File: src/rtl/units_seconds.sv
// units_seconds: decimal units stage of a seconds counter.
// Advances 0..9 on prescaler ticks or a synchronized manual inc.
module units_seconds #(
  parameter int CLK_HZ  = 50000000,
  parameter int TICK_HZ = 1
) (
  input  logic       clk,
  input  logic       rst,
  input  logic       run,
  input  logic       inc,
  output logic [3:0] digit,
  output logic [6:0] Display,
  output logic       c,
  output logic       tick
);

  localparam int DIV = CLK_HZ / TICK_HZ;
  localparam int PW  = $clog2(DIV);
  localparam logic [PW-1:0] TOP = PW'(DIV - 1);

  logic [PW-1:0] pre;
  logic          s1;
  logic          s2;
  logic          s3;
  logic          live;
  logic          armed;
  logic          inc_p;
  logic          adv;

  always_ff @(posedge clk or posedge rst) begin
    if (rst) begin
      pre  <= '0;
      tick <= 1'b0;
    end else if (run) begin
      tick <= (pre == TOP);
      pre  <= (pre == TOP) ? '0 : pre + 1'b1;
    end else begin
      tick <= 1'b0;
    end
  end

  // armed needs a real low sample of inc, so a level held
  // through reset release cannot look like a fresh press.
  always_ff @(posedge clk or posedge rst) begin
    if (rst) begin
      s1    <= 1'b0;
      s2    <= 1'b0;
      s3    <= 1'b0;
      live  <= 1'b0;
      armed <= 1'b0;
    end else begin
      s1    <= inc;
      s2    <= s1;
      s3    <= s2;
      live  <= 1'b1;
      armed <= armed | (live & ~s1);
    end
  end

  assign inc_p = s2 & ~s3 & armed;
  assign adv   = tick | inc_p;

  always_ff @(posedge clk or posedge rst) begin
    if (rst) begin
      digit <= 4'd0;
      c     <= 1'b0;
    end else begin
      c <= 1'b0;
      if (digit > 4'd9) begin
        digit <= 4'd0;
      end else if (adv) begin
        if (digit == 4'd9) begin
          digit <= 4'd0;
          c     <= 1'b1;
        end else begin
          digit <= digit + 4'd1;
        end
      end
    end
  end

  // Pure decode of the digit register: same edge, no extra latency.
  always_comb begin
    Display = 7'b1111111;
    unique case (digit)
      4'd0: Display = 7'b1000000;
      4'd1: Display = 7'b1111001;
      4'd2: Display = 7'b0100100;
      4'd3: Display = 7'b0110000;
      4'd4: Display = 7'b0011001;
      4'd5: Display = 7'b0010010;
      4'd6: Display = 7'b0000010;
      4'd7: Display = 7'b1111000;
      4'd8: Display = 7'b0000000;
      4'd9: Display = 7'b0010000;
      default: Display = 7'b1111111;
    endcase
  end

endmodule

File: config.mk
export PLATFORM = sky130hd
export DESIGN_NAME = units_seconds
export DESIGN_NICKNAME = d
export VERILOG_FILES = /design/src/rtl/units_seconds.sv
export SDC_FILE = /design/constraint.sdc
export NUM_CORES = 1
export LEC_CHECK = 0
export CORE_MARGIN = 8
export CORE_UTILIZATION = 57
export CTS_CLUSTER_SIZE = 25
export DETAILED_ROUTE_END_ITERATION = 12
export PLACE_DENSITY = 0.8
export SLEW_MARGIN = 20
export SYNTH_ARGS = -nofsm -noshare
export SYNTH_HDL_FRONTEND = slang
export SYNTH_SLANG_ARGS = --single-unit
export TNS_END_PERCENT = 1
File: constraint.sdc
create_clock -name clk -period 2 [get_ports clk]
set_input_delay 0.5 -clock clk [delete_from_list [all_inputs] [get_ports clk]]
set_output_delay 0.5 -clock clk [all_outputs]
set_load 0.005 [all_outputs]
---- After elaboration in Yosys (flattened, before gate mapping) ----
Memory sizes are Yosys's and may differ from the RTL's.
Cells that the tools add are included.
cells by class
  multiplexer cells ....................... 8
  $add $sub $neg .......................... 2
  eq/ne operators ......................... 2
  bitwise gates (word level) .............. 7
  reduce and logical (&&, ||, !) cells .... 1
  $lt $le $gt $ge ......................... 1
operators by type and width
  cell                                           number
  adder 26 x 1 -> 26 bit, second input constant  1
  equality test 26 bit, second input constant    1
  2-to-1 mux 26 bit                              1
  2-to-1 mux 4 bit                               3
  adder 4 x 1 -> 4 bit, second input constant    1
  equality test 4 bit, second input constant     1
  > comparator 4 bit, second input constant      1
  2-to-1 mux 1 bit                               4
  AND 1 bit                                      3
  inverter 1 bit                                 2
  OR 1 bit                                       2
  nonzero test 2 bit                             1
storage, ports and cells
  register bits ........................... 37
  input bits .............................. 4
  memories kept ........................... 1
  bits in read-only memories .............. 112
  logic and storage cells ................. 31
memories
  name             words  bits a word  rd ports  clocked after memory_dff  wr ports  line  source
  (no name shown)  16     7            1         0                         0         85    unique case (digit)

---- Longest topological paths before layout ----
Gate-level depths: netlist (run 1).
  depth in word-level cells ............... 6
  gate-level depth with buffers ........... 6
  mapped depth without buffers ............ 6

---- Least setup slack after synthesis (run 1) ----
No wires, ideal clock.
  path kind ............................... in2reg
  start ................................... input run
  end ..................................... register pre[2]
  arrival ................................. 1.699 ns
  cell stages on the path ................. 6
  path slack .............................. 0.182 ns
  path through ............................ buf_4 > and3_4 > nand4_2 > nor4_4 > buf_6 > nor2_2
RTL lines
  element               line  source
  from (decl)           9     input logic run,
  to (signal assigned)  36    pre <= (pre == TOP) ? '0 : pre + 1'b1;
  to (decl)             21    logic [PW-1:0] pre;

---- Worst setup path in the final report (run 1) ----
  start ................................... register digit[0]
  end ..................................... output Display[5]
on the way
  word-level cells in the longest chain between the ends .. 1
RTL lines
  element                   line  source
  from (decl)               11    output logic [3:0] digit,
  from (signal assigned)    76    digit <= digit + 4'd1;
  memory read (16 x 7 bit)  n/a
  to (decl)                 12    output logic [6:0] Display,
Every way passes these cells.

==> flow_summary.toml, run 1 <==
[critical_path]
endpoint_kind = "output port"
reg2reg_to = "pre[25]"
crit_family = "flip-flops"
required_ns = 1.50
critPathBufInv = 4
cpMostUsedCell = "buf_6"
rr_worst_depth = 4
path_depth = 7
cp-start-kind = "flop"
reg2reg_from = "pre[4]"
cp_max_fo = 3
crit_start = "digit[0]"
path_class = "reg2out"
cpPeakStageDelay_ns = 0.45
crit_end = "Display[5]"
critPathSlowestCell = "dfrtp_2"
crit_chain = "buf_6 > buf_6 > ha_4 > nor2_4 > buf_6 > nor2_1 > buf_2"
crit_arrival_ns = 1.54
rrSetupSlack_ns = 0.16

[global_routing]
groute.usage.overall_pct = 15.48
grt_pass1_wl_mm = 7.583
first_global_vias = 1653
antenna_found_initial = 0
overflow = 0
grt_max_degree = 38

[cells_and_area]
regArea_um2 = 928.4
final_area_um2 = 2580
nets = 268
fillers = 270
drive_gt1_share_pct = 29.46
antennaDiodeCount = 0
synthToLayoutAreaGrowth_pct = 25.35
multi_input_area_um2 = 1132

[clocking]
numCtsBuffers = 5
clock-root-buffer = "clkbuf_4"
htreeDepth = 2
holdBufCountCts = 0
clock_latency_ns = 0.33
cts.clk_slew.worst_paths_ns = 0.11
clock_sinks = 37
cts_tree = "yes"
cts_buffer_depth = 2

[placement]
dp_hpwl_mm = 3.024
placed_cell_area_um2 = 2417
routabilityCongestion = 0.8967
io_buffers = 16

[sta]
skew_ns = 0.007275
max_slew.worst_pin.slew_ns = 0.5828
finalWorstSetupSlack_ns = -0.03917
setup_viol = 5
final.period_utilization_pct = 102.0
period_minus_slack_ns = 2.039
drv_slew = 0
worst_hold_slack_ns = 0.3885
max_freq_mhz = 490.4
rsz0062_at_grt = "yes"
finalHoldViolations = 0
relSlewSlack_pct = 60.96

[power]
peakVddDrop_v = 0.0005144
p_leak_uw = 0.001175
power.density_nw_per_um2 = 1040

[min_path]
hold_path.class = "reg2reg"

[synthesis]
synthCells = 209
synth_top_cell_by_area = "dfrtp_1"
synthTopCellsByCount = "37 x dfrtp_1, 23 x nand2_1, 16 x a21oi_1"
seq_area_frac_synth_pct = 44.98
async_flop_share_pct = 100.0
synth_nets = 220
synth-seq-cells = 37
ys.flop_type = "dfrtp_1"
syn_area_um2 = 2058
synth_top_area_share_pct = 44.98
synth-edff-count = 0
synth.distinct_cells = 47
syn_avg_cell_area_um2 = 9.848
yosys_warnings = 0
yosysMostFrequentCell = "dfrtp_1"
yosys-top-cells-area = "dfrtp_1 45%, ha_1 4.3%, nand2_1 4.2%"

[route]
drt_first_pass_iters = 4
drtIter0Drc = 106
ant_nets = 0
vias_per_cell = 5.621
wirelength_mm = 4.302
drt-wirelength-per-cell_um = 14.06
route.detailed.drc = 0
dr_total_vias = 1720

[floorplan]
die_height_um = 76.09
die_w_um = 76.09
fp.coreArea_um2 = 3578
ios = 17
start_util_pct = 57.52
die_area_um2 = 5790
num_rows = 22

[flow_run]
drv_cap = 0

[status]
violations = "negative setup slack"
status = "finished, violations left"
==> cells in the final DEF, fill, tap and decap left out, types with 2 or more instances in the layout <==
cell	instances
buf_2	5
and4_1	4
and2_1	3
nand4_2	2
dfrtp_2	2
or3_1	4
dfrtp_1	35
o31ai_1	5
xor2_1	9
nand4_1	6
nand2_1	21
clkinv_2	2
and3_1	4
buf_4	25
xnor2_1	6
ha_4	3
o21ai_1	2
nand3_1	8
buf_6	5
nor2_2	8
mux2i_1	2
or4_1	4
a21oi_2	3
clkbuf_4	5
o21ai_0	10
clkdlybuf4s50_1	8
nand2b_1	2
clkbuf_2	2
nor4_1	4
inv_1	7
ha_1	3
nor2_1	6
a21oi_1	14
==> cell families after synthesis <==
logic type | Yosys count | share of synthesized area (%)
other cells | 1 | 0.1822
fa+ha+maj | 7 | 4.255
flops | 37 | 44.98
compound gates | 41 | 11.61
buf+inv | 14 | 3.282
simple gates | 91 | 27.78
xor+xnor | 15 | 6.383
mux | 3 | 1.520
==> sequential cells by signal (all words and copies together), names as in the netlist <==
register and count:
armed 1, c 1, digit 4, live 1, pre 26, s1 1, s2 1, s3 1
tick 1
==> final cells by class <==
| class | count | share of cell area [%] |
|---|---|---|
| clock buffers | 6 | 1.600 |
| flip-flops and latches | 37 | 35.98 |
| multi-input cells | 158 | 43.89 |
| clock inverters | 2 | 0.3880 |
| well taps | 48 | 2.328 |
| repair buffers | 46 | 14.40 |
| inverters | 9 | 1.406 |
==> timing repair <==
action	CTS	global route
buffers inserted	5	2
pin swaps	5	6
setup endpoints to repair	7	9
gates resized for setup	42	12
==> routing by layer <==
metal	GRT usage [%]	part of all wire (%)
met5	0	0
met4	5.192	1.4
met3	4.127	5.4
met2	23.99	48
met1	20.35	45
==> stage by stage <==
| step | utilization [%] | setup WS (ns) | power, uW | setup TNS (ns) | std cells |
|---|---|---|---|---|---|
| after detailed placement | 67.55 | -0.2297 | 2137 | -2.194 | 291 |
| final | 72.10 | -0.03917 | 2684 | -0.07107 | 306 |
| after CTS | 70.98 | -0.07447 | 2606 | -0.2036 | 304 |
| after global placement | 67.55 | -0.1907 | 2108 | -1.624 | 291 |
| after global routing | 72.10 | -0.1079 | 2903 | -0.5725 | 306 |
| after floorplan | - | 0.1821 | 1574 | 0 | 209 |
==> worst min-delay path by stage <==
stage          start  end  slack [ns]  depth (start not counted)
6_report          s2   s3        0.39                          0
5_1_grt           s1   s2        0.41                          0
4_1_cts           s1   s2        0.39                          0
3_5_place_dp      s1   s2        0.36                          0
3_3_place_gp      s1   s2        0.36                          0
2_1_floorplan     s1   s2        0.35                          0
==> power by group <==
part	internal, uW	switching (uW)
Sequential	860	174
Combinational	693	592
Clock	134	232
Note: power is estimated with default switching activity, not from simulation.
==> run 2, diff against run 1 <==
--- a/config.mk
+++ b/config.mk
@@ -5,6 +5,7 @@
 export SDC_FILE = /design/constraint.sdc
 export NUM_CORES = 1
 export LEC_CHECK = 0
+export CORE_ASPECT_RATIO = 1.1
 export CORE_MARGIN = 8
 export CORE_UTILIZATION = 57
 export CTS_CLUSTER_SIZE = 25
==> run 2 against run 1 <==
The run now ends clean. Setup slack better by 0.066 ns. Cell area up 0.82%. Clock skew down 0.0045 ns. Critical endpoint is now Display[3].
==> flow_summary.toml, run 2 (synthesis gave the netlist of run 1 again) <==
[critical_path]
path_class = "reg2out"
crit_chain = "ha_2 > or2_4 > a21oi_2 > a21oi_1 > clkbuf_2"
critPathSlowestCell = "dfrtp_1"
cpPeakStageDelay_ns = 0.42
cp_max_fo = 4
required_ns = 1.50
crit_arrival_ns = 1.47
rr_worst_depth = 5
crit_start = "digit[0]"
reg2reg_to = "pre[22]"
reg2reg_from = "pre[0]"
rrSetupSlack_ns = 0.20
cp-start-kind = "flop"
endpoint_kind = "output port"

[min_path]
hold_end = "s2"
hold_depth = 0
min_from = "s1"
hold_path.class = "reg2reg"

[cells_and_area]
final_common_cell = "dfrtp_1"
reg_top3 = "pre (26), digit (4)"
final_cell_mix = "37 x dfrtp_1, 26 x buf_4, 23 x nand2_1"
largest_register_ffs = 26
multi_input_area_um2 = 1119
antennaDiodeCount = 0
regArea_um2 = 925.9
final_area_um2 = 2601
synthToLayoutAreaGrowth_pct = 26.38
drive_gt1_share_pct = 26.67
fillers = 247
nets = 265
top_register = "pre"

[clocking]
clock_latency_ns = 0.29
holdBufCountCts = 0
clock-root-buffer = "clkbuf_8"
numCtsBuffers = 5
htreeDepth = 2
cts.clk_slew.worst_paths_ns = 0.07
cts_tree = "yes"
clock_sinks = 37
cts_buffer_depth = 2

[global_routing]
groute.usage.overall_pct = 16.40
first_global_vias = 1706
overflow = 0
antenna_found_initial = 0
grt_max_degree = 38
grt_pass1_wl_mm = 7.479

[placement]
placed_cell_area_um2 = 2435
io_buffers = 16
routabilityCongestion = 0.8595
dp_hpwl_mm = 3.143

[sta]
rsz0062_at_grt = "yes"
drv_slew = 0
period_minus_slack_ns = 1.973
max_freq_mhz = 506.7
setup_viol = 0
finalHoldViolations = 0
skew_ns = 0.002738
final.period_utilization_pct = 98.67

[floorplan]
start_util_pct = 58.15
fp.coreArea_um2 = 3540
ios = 17
num_rows = 23
die_w_um = 73.30
die_area_um2 = 5792
die_height_um = 79.03

[power]
power.switching_uw = 982.5
power_uw = 2859
power.density_nw_per_um2 = 1099
p_sw_share_pct = 34.36
p_leak_uw = 0.001172
internal_power_uw = 1876
peakVddDrop_v = 0.0007368
combPwrFrac_pct = 40.8
clkPwrFrac_pct = 23.4
p_seq_share_pct = 35.8

[route]
drtIter0Drc = 67
drt_first_pass_iters = 4
drt-wirelength-per-cell_um = 14.85
vias_per_cell = 5.705
route.detailed.drc = 0
wirelength_mm = 4.528
dr_total_vias = 1740
ant_nets = 0

[status]
status = "completed"

[flow_run]
drv_cap = 0
==> run 2: changes by cell type in the layout (fill, tap and decap cells not counted), sizes merged <==
| cell | change |
|---|---|
| clkbuf | +2 |
| clkinv | -2 |
| dlymetal6s2s | -1 |
| clkinvlp | +1 |
| bufinv | +1 |
| dlygate4sd2 | +1 |
| clkdlybuf4s50 | +1 |
| clkdlybuf4s15 | +1 |
| buf | -7 |
==> run 2: area by class of cell <==
cell class | count | area share [%]
Inverter | 9 | 1.299
Timing Repair Buffer | 43 | 13.08
Clock buffer | 6 | 3.175
Tap cell | 50 | 2.405
Sequential cell | 37 | 35.59
Clock inverter | 2 | 1.443
Multi-Input combinational cell | 158 | 43.00
==> run 2: worst max-delay path: cells and delay by family (launching register included) <==
kind / cells / cell delay [ns]
fa+ha+maj: 1 / 0.22
simple gates: 1 / 0.23
compound gates: 2 / 0.20
buf+inv: 1 / 0.11
flops: 1 / 0.42
==> run 2: worst max path at each step <==
| stage | to | slack [ns] | depth (start not counted) |
|---|---|---|---|
| detailed placement | pre[25] | -0.21 | 5 |
| global route | Display[6] | -0.03 | 5 |
| finish | Display[3] | 0.03 | 5 |
| CTS | Display[0] | -0.11 | 5 |
| global placement | pre[25] | -0.16 | 5 |
| floorplan | pre[2] | 0.18 | 6 |
==> run 2: routing by layer <==
layer	global-route usage, %	up-vias	part of all wire (%)
li1	-	843	-
met1	18.02	840	43
met2	28.47	44	50
met3	4.030	13	4.0
met4	8.400	0	2.5
met5	0	-	0
==> run 2: power groups by stage <==
stage | logic, uW | clock network [uW] | registers (uW)
global route | 1300 | 706 | 1040
CTS | 1140 | 683 | 1020
detailed placement | 1130 | 0 | 1030
global placement | 1110 | 0 | 1030
finish | 1170 | 668 | 1020
floorplan | 575 | 0 | 999
==> run 2: timing repair <==
action                     CTS  global route
pin swaps                    3             5
buffers inserted             1             1
gates resized for setup     17            18
setup endpoints to repair    7             8
==> run 2: stage by stage <==
step | cells | TNS (ns) | hold slack (ns) | utilization [%] | setup WS, ns
detailed placement | 295 | -2.883 | 0.3670 | 68.79 | -0.2083
finish | 305 | 0 | 0.3805 | 73.49 | 0.02653
global route | 305 | -0.07957 | 0.3993 | 73.49 | -0.03092
global placement | 295 | -2.356 | 0.3561 | 68.79 | -0.1625
floorplan | 209 | 0 | 0.3537 | - | 0.1821
CTS | 304 | -0.3116 | 0.3842 | 72.89 | -0.1097
==> run 3, diff against run 2 <==
--- a/config.mk
+++ b/config.mk
@@ -11,7 +11,6 @@
 export CTS_CLUSTER_SIZE = 25
 export DETAILED_ROUTE_END_ITERATION = 12
 export PLACE_DENSITY = 0.8
-export SLEW_MARGIN = 20
 export SYNTH_ARGS = -nofsm -noshare
 export SYNTH_HDL_FRONTEND = slang
 export SYNTH_SLANG_ARGS = --single-unit
==> results of run 3 <==
Final layout, timing and power as in run 2 (identical DEF).
